[config.mk]
export PLATFORM = sky130hd
export DESIGN_NAME = rpll_reconfig_ctrl
export DESIGN_NICKNAME = d
export VERILOG_FILES = /design/src/rtl/rpll_ctrl_pkg.sv /design/src/rtl/pll_lock_sync.sv /design/src/rtl/rpll_reconfig_ctrl.sv
export SDC_FILE = /design/constraint.sdc
export NUM_CORES = 1
export LEC_CHECK = 0
export ABC_AREA = 0
export BUFFER_PORTS_ARGS = -buffer_cell sky130_fd_sc_hd__buf_4
export CAP_MARGIN = 40
export CORE_ASPECT_RATIO = 0.9
export CORE_MARGIN = 3
export CORE_UTILIZATION = 55
export CTS_CLUSTER_SIZE = 24
export DETAILED_ROUTE_END_ITERATION = 12
export PLACE_DENSITY_LB_ADDON = 0.1
export SYNTH_ARGS = -nofsm -noshare
export SYNTH_HDL_FRONTEND = slang
export SYNTH_SLANG_ARGS = --single-unit
[constraint.sdc]
create_clock -name clk -period 3.9 [get_ports clk]
set_input_delay 0.195 -clock clk [delete_from_list [all_inputs] [get_ports clk]]
set_output_delay 0.195 -clock clk [all_outputs]
set_load 0.05 [all_outputs]
[src/rtl/rpll_ctrl_pkg.sv]
// Shared types, preset table layout and default rPLL preset table for the
// rPLL run-time reconfiguration controller.
package rpll_ctrl_pkg;

  typedef enum logic [2:0] {
    APPLY,
    HOLD,
    WAIT_LOCK,
    STABLE,
    FAIL,
    RUN
  } state_t;

  localparam int MAX_PRESETS = 16;
  localparam int FIELD_W     = 6;
  localparam int ENTRY_W     = 3 * FIELD_W;
  localparam int IDSEL_OFF   = 2 * FIELD_W;
  localparam int FBDSEL_OFF  = FIELD_W;
  localparam int ODSEL_OFF   = 0;
  localparam int TABLE_W     = MAX_PRESETS * ENTRY_W;

  typedef struct packed {
    logic [FIELD_W-1:0] idsel;
    logic [FIELD_W-1:0] fbdsel;
    logic [FIELD_W-1:0] odsel;
  } preset_t;

  // Raw dynamic codes are 64 - divider: {IDSEL, FBDSEL, ODSEL} from 27 MHz
  localparam logic [ENTRY_W-1:0] PRESET_398M25 = {6'd60, 6'd5,  6'd62}; // /4 x59 /2
  localparam logic [ENTRY_W-1:0] PRESET_297M   = {6'd63, 6'd53, 6'd62}; // /1 x11 /2
  localparam logic [ENTRY_W-1:0] PRESET_351M   = {6'd63, 6'd51, 6'd62}; // /1 x13 /2
  localparam logic [ENTRY_W-1:0] PRESET_405M   = {6'd63, 6'd49, 6'd62}; // /1 x15 /2

  // Table is always MAX_PRESETS wide; only the first NUM_PRESETS entries are reachable
  localparam logic [TABLE_W-1:0] DEF_PRESET_TABLE =
    {{(MAX_PRESETS - 4){PRESET_398M25}}, PRESET_405M, PRESET_351M, PRESET_297M, PRESET_398M25};

  function automatic preset_t preset_fields(input logic [TABLE_W-1:0] tbl, input int unsigned idx);
    logic [ENTRY_W-1:0] entry;
    preset_t            p;
    entry    = tbl[(idx % MAX_PRESETS) * ENTRY_W +: ENTRY_W];
    p.idsel  = entry[IDSEL_OFF  +: FIELD_W];
    p.fbdsel = entry[FBDSEL_OFF +: FIELD_W];
    p.odsel  = entry[ODSEL_OFF  +: FIELD_W];
    return p;
  endfunction

endpackage

[src/rtl/pll_lock_sync.sv]
// Two-flop synchroniser bringing the asynchronous rPLL LOCK into the board clock domain.
module pll_lock_sync (
  input  logic clk,
  input  logic resetn,
  input  logic lock_async,
  output logic lock_s
);

  logic [1:0] sync_reg;

  always_ff @(posedge clk or negedge resetn) begin
    if (!resetn) begin
      sync_reg <= '0;
    end else begin
      sync_reg <= {sync_reg[0], lock_async};
    end
  end

  assign lock_s = sync_reg[1];

endmodule

[src/rtl/rpll_reconfig_ctrl.sv]
// rPLL run-time manager: programs IDSEL/FBDSEL/ODSEL from a preset table and sequences
// PLL reset, lock wait, lock debounce, retry/fallback and downstream reset release.
module rpll_reconfig_ctrl
  import rpll_ctrl_pkg::*;
#(
  parameter int                 NUM_PRESETS      = 4,
  parameter logic [TABLE_W-1:0] PRESET_TABLE     = DEF_PRESET_TABLE,
  parameter int                 DEFAULT_PRESET   = 0,
  parameter int                 RST_HOLD_CYC     = 16,
  parameter int                 LOCK_TIMEOUT_CYC = 65535,
  parameter int                 LOCK_STABLE_CYC  = 1024,
  parameter int                 MAX_RETRY        = 3,
  // May be widened so that out-of-range indices can be presented on req_preset
  parameter int                 PW               = (NUM_PRESETS > 1) ? $clog2(NUM_PRESETS) : 1
) (
  input  logic          clk,
  input  logic          resetn,
  input  logic          req_valid,
  input  logic [PW-1:0] req_preset,
  output logic          req_ready,
  output logic          bad_req,
  input  logic          pll_lock,
  output logic          pll_reset,
  output logic [5:0]    idsel,
  output logic [5:0]    fbdsel,
  output logic [5:0]    odsel,
  output logic [PW-1:0] active_preset,
  output logic          clk_ok,
  output logic          sys_resetn,
  output logic          busy,
  output logic          err_fallback,
  output logic [7:0]    lock_loss_cnt
);

  localparam int CNT_MAX =
    (LOCK_TIMEOUT_CYC > RST_HOLD_CYC)
      ? ((LOCK_TIMEOUT_CYC > LOCK_STABLE_CYC) ? LOCK_TIMEOUT_CYC : LOCK_STABLE_CYC)
      : ((RST_HOLD_CYC > LOCK_STABLE_CYC) ? RST_HOLD_CYC : LOCK_STABLE_CYC);
  localparam int            CW         = $clog2(CNT_MAX) + 1;
  localparam int            RW         = $clog2(MAX_RETRY) + 1;
  localparam logic [PW-1:0] DEF_IDX    = PW'(DEFAULT_PRESET);
  localparam preset_t       DEF_FIELDS = preset_fields(PRESET_TABLE, DEFAULT_PRESET);

  logic lock_s;

  pll_lock_sync u_lock_sync (
    .clk        (clk),
    .resetn     (resetn),
    .lock_async (pll_lock),
    .lock_s     (lock_s)
  );

  state_t        state_reg, state_next;
  logic [CW-1:0] cnt_reg, cnt_next;
  logic [RW-1:0] retry_reg, retry_next;
  logic [PW-1:0] target_reg, target_next;
  logic [PW-1:0] active_reg;
  preset_t       div_reg;
  logic          err_reg, err_next;
  logic [7:0]    loss_reg, loss_next;
  logic          bad_req_reg, bad_req_next;
  logic          load_div;
  logic          pll_reset_reg, clk_ok_reg, sys_resetn_reg, req_ready_reg, busy_reg;

  always_comb begin
    state_next   = state_reg;
    cnt_next     = cnt_reg;
    retry_next   = retry_reg;
    target_next  = target_reg;
    err_next     = err_reg;
    loss_next    = loss_reg;
    bad_req_next = 1'b0;
    load_div     = 1'b0;
    case (state_reg)
      APPLY: begin
        load_div   = 1'b1;
        state_next = HOLD;
        cnt_next   = '0;
      end
      HOLD: begin
        if (cnt_reg == CW'(RST_HOLD_CYC - 1)) begin
          state_next = WAIT_LOCK;
          cnt_next   = '0;
        end else begin
          cnt_next = cnt_reg + CW'(1);
        end
      end
      WAIT_LOCK: begin
        if (lock_s) begin
          // The cycle that first saw lock_s high is the first debounced cycle
          state_next = STABLE;
          cnt_next   = CW'(1);
        end else if (cnt_reg == CW'(LOCK_TIMEOUT_CYC - 1)) begin
          state_next = FAIL;
          cnt_next   = '0;
        end else begin
          cnt_next = cnt_reg + CW'(1);
        end
      end
      STABLE: begin
        if (!lock_s) begin
          state_next = FAIL;
          cnt_next   = '0;
        end else if (cnt_reg >= CW'(LOCK_STABLE_CYC - 1)) begin
          state_next = RUN;
          cnt_next   = '0;
          retry_next = '0;
        end else begin
          cnt_next = cnt_reg + CW'(1);
        end
      end
      FAIL: begin
        state_next = APPLY;
        if (int'(retry_reg) + 1 < MAX_RETRY) begin
          retry_next = retry_reg + RW'(1);
        end else begin
          retry_next  = '0;
          target_next = DEF_IDX;
          err_next    = 1'b1;
        end
      end
      RUN: begin
        if (!lock_s) begin
          state_next  = APPLY;
          target_next = active_reg;
          if (loss_reg != 8'hFF) loss_next = loss_reg + 8'd1;
        end else if (req_valid && req_ready) begin
          if (int'(req_preset) < NUM_PRESETS) begin
            state_next  = APPLY;
            target_next = req_preset;
          end else begin
            bad_req_next = 1'b1;
          end
        end
      end
      default: state_next = APPLY;
    endcase
  end

  // Outputs are decoded from state_next so they change on the same edge as the state
  always_ff @(posedge clk or negedge resetn) begin
    if (!resetn) begin
      state_reg      <= APPLY;
      cnt_reg        <= '0;
      retry_reg      <= '0;
      target_reg     <= DEF_IDX;
      active_reg     <= DEF_IDX;
      div_reg        <= DEF_FIELDS;
      err_reg        <= 1'b0;
      loss_reg       <= '0;
      bad_req_reg    <= 1'b0;
      pll_reset_reg  <= 1'b1;
      clk_ok_reg     <= 1'b0;
      sys_resetn_reg <= 1'b0;
      req_ready_reg  <= 1'b0;
      busy_reg       <= 1'b1;
    end else begin
      state_reg      <= state_next;
      cnt_reg        <= cnt_next;
      retry_reg      <= retry_next;
      target_reg     <= target_next;
      err_reg        <= err_next;
      loss_reg       <= loss_next;
      bad_req_reg    <= bad_req_next;
      if (load_div) begin
        div_reg    <= preset_fields(PRESET_TABLE, int'(target_reg));
        active_reg <= target_reg;
      end
      pll_reset_reg  <= !(state_next inside {WAIT_LOCK, STABLE, RUN});
      clk_ok_reg     <= (state_next == RUN);
      sys_resetn_reg <= (state_next == RUN);
      req_ready_reg  <= (state_next == RUN);
      busy_reg       <= (state_next != RUN);
    end
  end

  // Gating with lock_s keeps a request from being accepted in the lock-loss cycle
  assign req_ready     = req_ready_reg & lock_s;
  assign bad_req       = bad_req_reg;
  assign pll_reset     = pll_reset_reg;
  assign idsel         = div_reg.idsel;
  assign fbdsel        = div_reg.fbdsel;
  assign odsel         = div_reg.odsel;
  assign active_preset = active_reg;
  assign clk_ok        = clk_ok_reg;
  assign sys_resetn    = sys_resetn_reg;
  assign busy          = busy_reg;
  assign err_fallback  = err_reg;
  assign lock_loss_cnt = loss_reg;

endmodule

==> impl_metrics.tcl <==
set metrics [dict create \
    synth_mux_area_share_pct 2.63 \
    hold_viol_final 0 \
    ir_drop_uv 395 \
    grt.total_usage_pct 18.9 \
    crit_path_top_delay_cell "or4_4" \
    antenna_cells 0 \
    ys.flop_type "dfrtp_1" \
    synth-simple-area-share_pct 24.0 \
    maxCapViolations 0 \
    placementRows 22 \
    p_per_area_nw_per_um2 528 \
    power.switching_w 0.000599 \
    cp-endpoint "cnt_reg[7]" \
    die_w_um 76.7 \
    status "finished clean" \
    ys_seq_area_share_pct 44.6 \
    crit_arrival_ns 2.86 \
    yosys-top-cells-area "dfrtp_1 (41%), nand2_1 (5.3%), buf_4 (5.2%), o21ai_0 (4.6%), dfstp_2 (3.2%)" \
    syn_area_per_cell_um2 9.53 \
    combPwrFrac_pct 37.7 \
    path_cells "or4_4 > nor4_1 > a31oi_1 > buf_4 > nor3_2 > o22ai_1" \
    yosys-top-cells-count "dfrtp_1 (41), nand2_1 (35), o21ai_0 (23)" \
    areaGrowthSynthToFinish_pct 11.4 \
    path_buf_inv 1 \
    finalClockSkew_ns 0.00677 \
    fin_hold_ws_ns 0.257 \
    r2r-start "cnt_reg[12]" \
    synth_edf_count 0 \
    seq_power_share_pct 42.6 \
    worst_path_largest_cell_delay_ns 0.55 \
    pin_count 41 \
    htree_levels 2 \
    critPathLaunch "cnt_reg[12]" \
    finalNonFillerCells 345 \
    yosysMostFrequentCell "dfrtp_1" \
    largest_register_ffs 17 \
    p_clk_share_pct 19.6 \
    port-buffer-count 27 \
    dieHeight_um 69.7 \
    final_layout_size_suffix_gt1_share_pct 20.0 \
    vias 1950 \
    fin_crit_sh_pct 69.4 \
    synth_compound_area_share_pct 16.1 \
    slew_violations 0 \
    setup_tns_ns 0 \
    final_util_pct 65.5 \
    tightest_slew_ns 0.763 \
    path_class "register to register" \
    synth_top_area_share_pct 41.4 \
    post-route-min-period_ns 2.71 \
    cts_setup_buffers 0 \
    netlist-cell-type-count 53 \
    synth-seq-cells 44 \
    worst-r2r-cell-count 6 \
    worst-path-stages 6 \
    cts_tree "yes" \
    dpl.cell_count 335 \
    stdcell_area_um2 2760 \
    hpwlAfterDp_um 3570 \
    critical-path-top-delay-family "simple AND/OR/NAND/NOR gates" \
    grt_pass1_vias 1802 \
    p_leak_nw 1.25 \
    grt_max_degree 45 \
    insertion_delay_ns 0.29 \
    clockBufferDepth 2 \
    maxSlewHeadroom_pct 48.8 \
    wire_per_inst_um 14.2 \
    ant_nets 0 \
    swShare_pct 41.2 \
    coreArea_um2 4210 \
    drc 0 \
    worstPathRequired_ns 4.05 \
    ys_warn_count 0 \
    place_area_um2 2650 \
    critPathLaunchType "register" \
    dr.pass1.iters 5 \
    holdCritPathClass "primary input to register" \
    overflow 0 \
    die_area_um2 5350 \
    setup_viol 0 \
    clk_pin_slew_ns 0.07 \
    netlist_area_um2 2480 \
    rsz0062_at_grt "no" \
    nets 294 \
    wirelength_um 4910 \
    critPathMaxFanout 7 \
    drt-initial-drc-count 179 \
    via_per_inst 5.65 \
    reg2reg_to "cnt_reg[7]" \
    critPathCaptureType "register" \
    initial_core_util_pct 58.8 \
    cts.sinks 44 \
    fmax_mhz 369 \
    hp-start "req_preset[0]" \
    grt_pass1_wl_um 8230 \
    syn_inst 260 \
    numCtsBuffers 5 \
    cts_root_buf "clkbuf_8" \
    synth_top_family_by_area "simple AND/OR/NAND/NOR gates" \
    synth_xor_area_share_pct 2.47 \
    synthArstFlopShare_pct 100 \
    place_congestion 0.880 \
    p_int_w 0.000857 \
    yosys.area_share.adder_pct 2.02 \
    synth_top_area_cell "dfrtp_1" \
    r2r_setup_slack_ns 1.19 \
    nFillCells 360 \
    antenna_found_initial 0 \
]
==> what timing repair did <==
action | 4_1_cts | 5_1_grt
endpoints found under the hold margin | 41 | 1
resized for setup | 0 | 0
hold buffers | 1 | 1
==> power groups by stage <==
stage | clock (W) | combinational (W) | sequential [W]
after floorplan | 0 | 0.000320 | 0.000722
after global placement | 0 | 0.000533 | 0.000627
after detailed placement | 0 | 0.000547 | 0.000629
after CTS | 0.000296 | 0.000550 | 0.000619
after global routing | 0.000316 | 0.000592 | 0.000635
final | 0.000286 | 0.000550 | 0.000620
==> stage by stage <==
stage	total power, W	worst slack (ns)
6_report	0.00146	1.19
4_1_cts	0.00147	1.20
2_1_floorplan	0.00104	1.55
5_1_grt	0.00154	0.859
3_3_place_gp	0.00116	1.19
3_5_place_dp	0.00118	1.21
==> placed cells by master, fill, tap and decap left out, types with 3 or more instances in the layout <==
cell	instances
nor4_1	5
nand3_1	6
xnor2_1	3
nor3_1	7
nor3_2	4
xor2_1	4
nor2_1	8
clkbuf_8	6
o21ai_0	23
inv_1	7
nand4_1	3
conb_1	13
or3_1	5
and2_1	4
nor3b_1	3
nand2_1	35
dfrtp_1	41
or4_1	4
nand2b_1	4
dfstp_2	3
mux2_2	4
buf_4	30
and4_1	3
ha_1	4
o31ai_1	7
a21oi_1	6
o22ai_1	5
==> worst register-to-register path: cells and delay by family (launching register included) <==
| kind | cells | cell delay (ns) |
|---|---|---|
| DFF | 1 | 0.43 |
| AOI/OAI and AO/OA | 2 | 0.53 |
| and+or+nand+nor | 3 | 1.36 |
| buffers and inverters | 1 | 0.27 |
==> how the worst min path moves through the flow <==
stage          slack (ns)  cells past startpoint                      end
2_1_floorplan       -0.10                      0         active_preset[0]
3_3_place_gp         0.22                      1               cnt_reg[9]
3_5_place_dp         0.22                      1               cnt_reg[9]
4_1_cts            0.0005                      1  u_lock_sync.sync_reg[0]
5_1_grt              0.27                      4            target_reg[1]
6_report             0.26                      4            target_reg[0]
==> cell type report <==
class	count	area, µm²	area share (%)
inverter	7	26.3	0.952
sequential	44	1100	40.0
multi-input combinational	194	1220	44.2
tap	60	75.1	2.72
clock buffer	8	90.1	3.26
timing repair buffer	32	245	8.88
==> layer usage <==
layer,part of all wire [%],global-route usage [%]
met3,7.2,4.68
met1,48,27.3
met2,43,27.4
met4,1.3,6.84
met5,0,0
==> kinds of logic after synthesis <==
family,Yosys count
and+or+nand+nor,104
AOI/OAI and AO/OA,60
other,2
adders and majority gates,4
DFF,44
muxes,6
buffers and inverters,33
xor gates and xnor gates,7
Power figures use the tool's default switching activity.
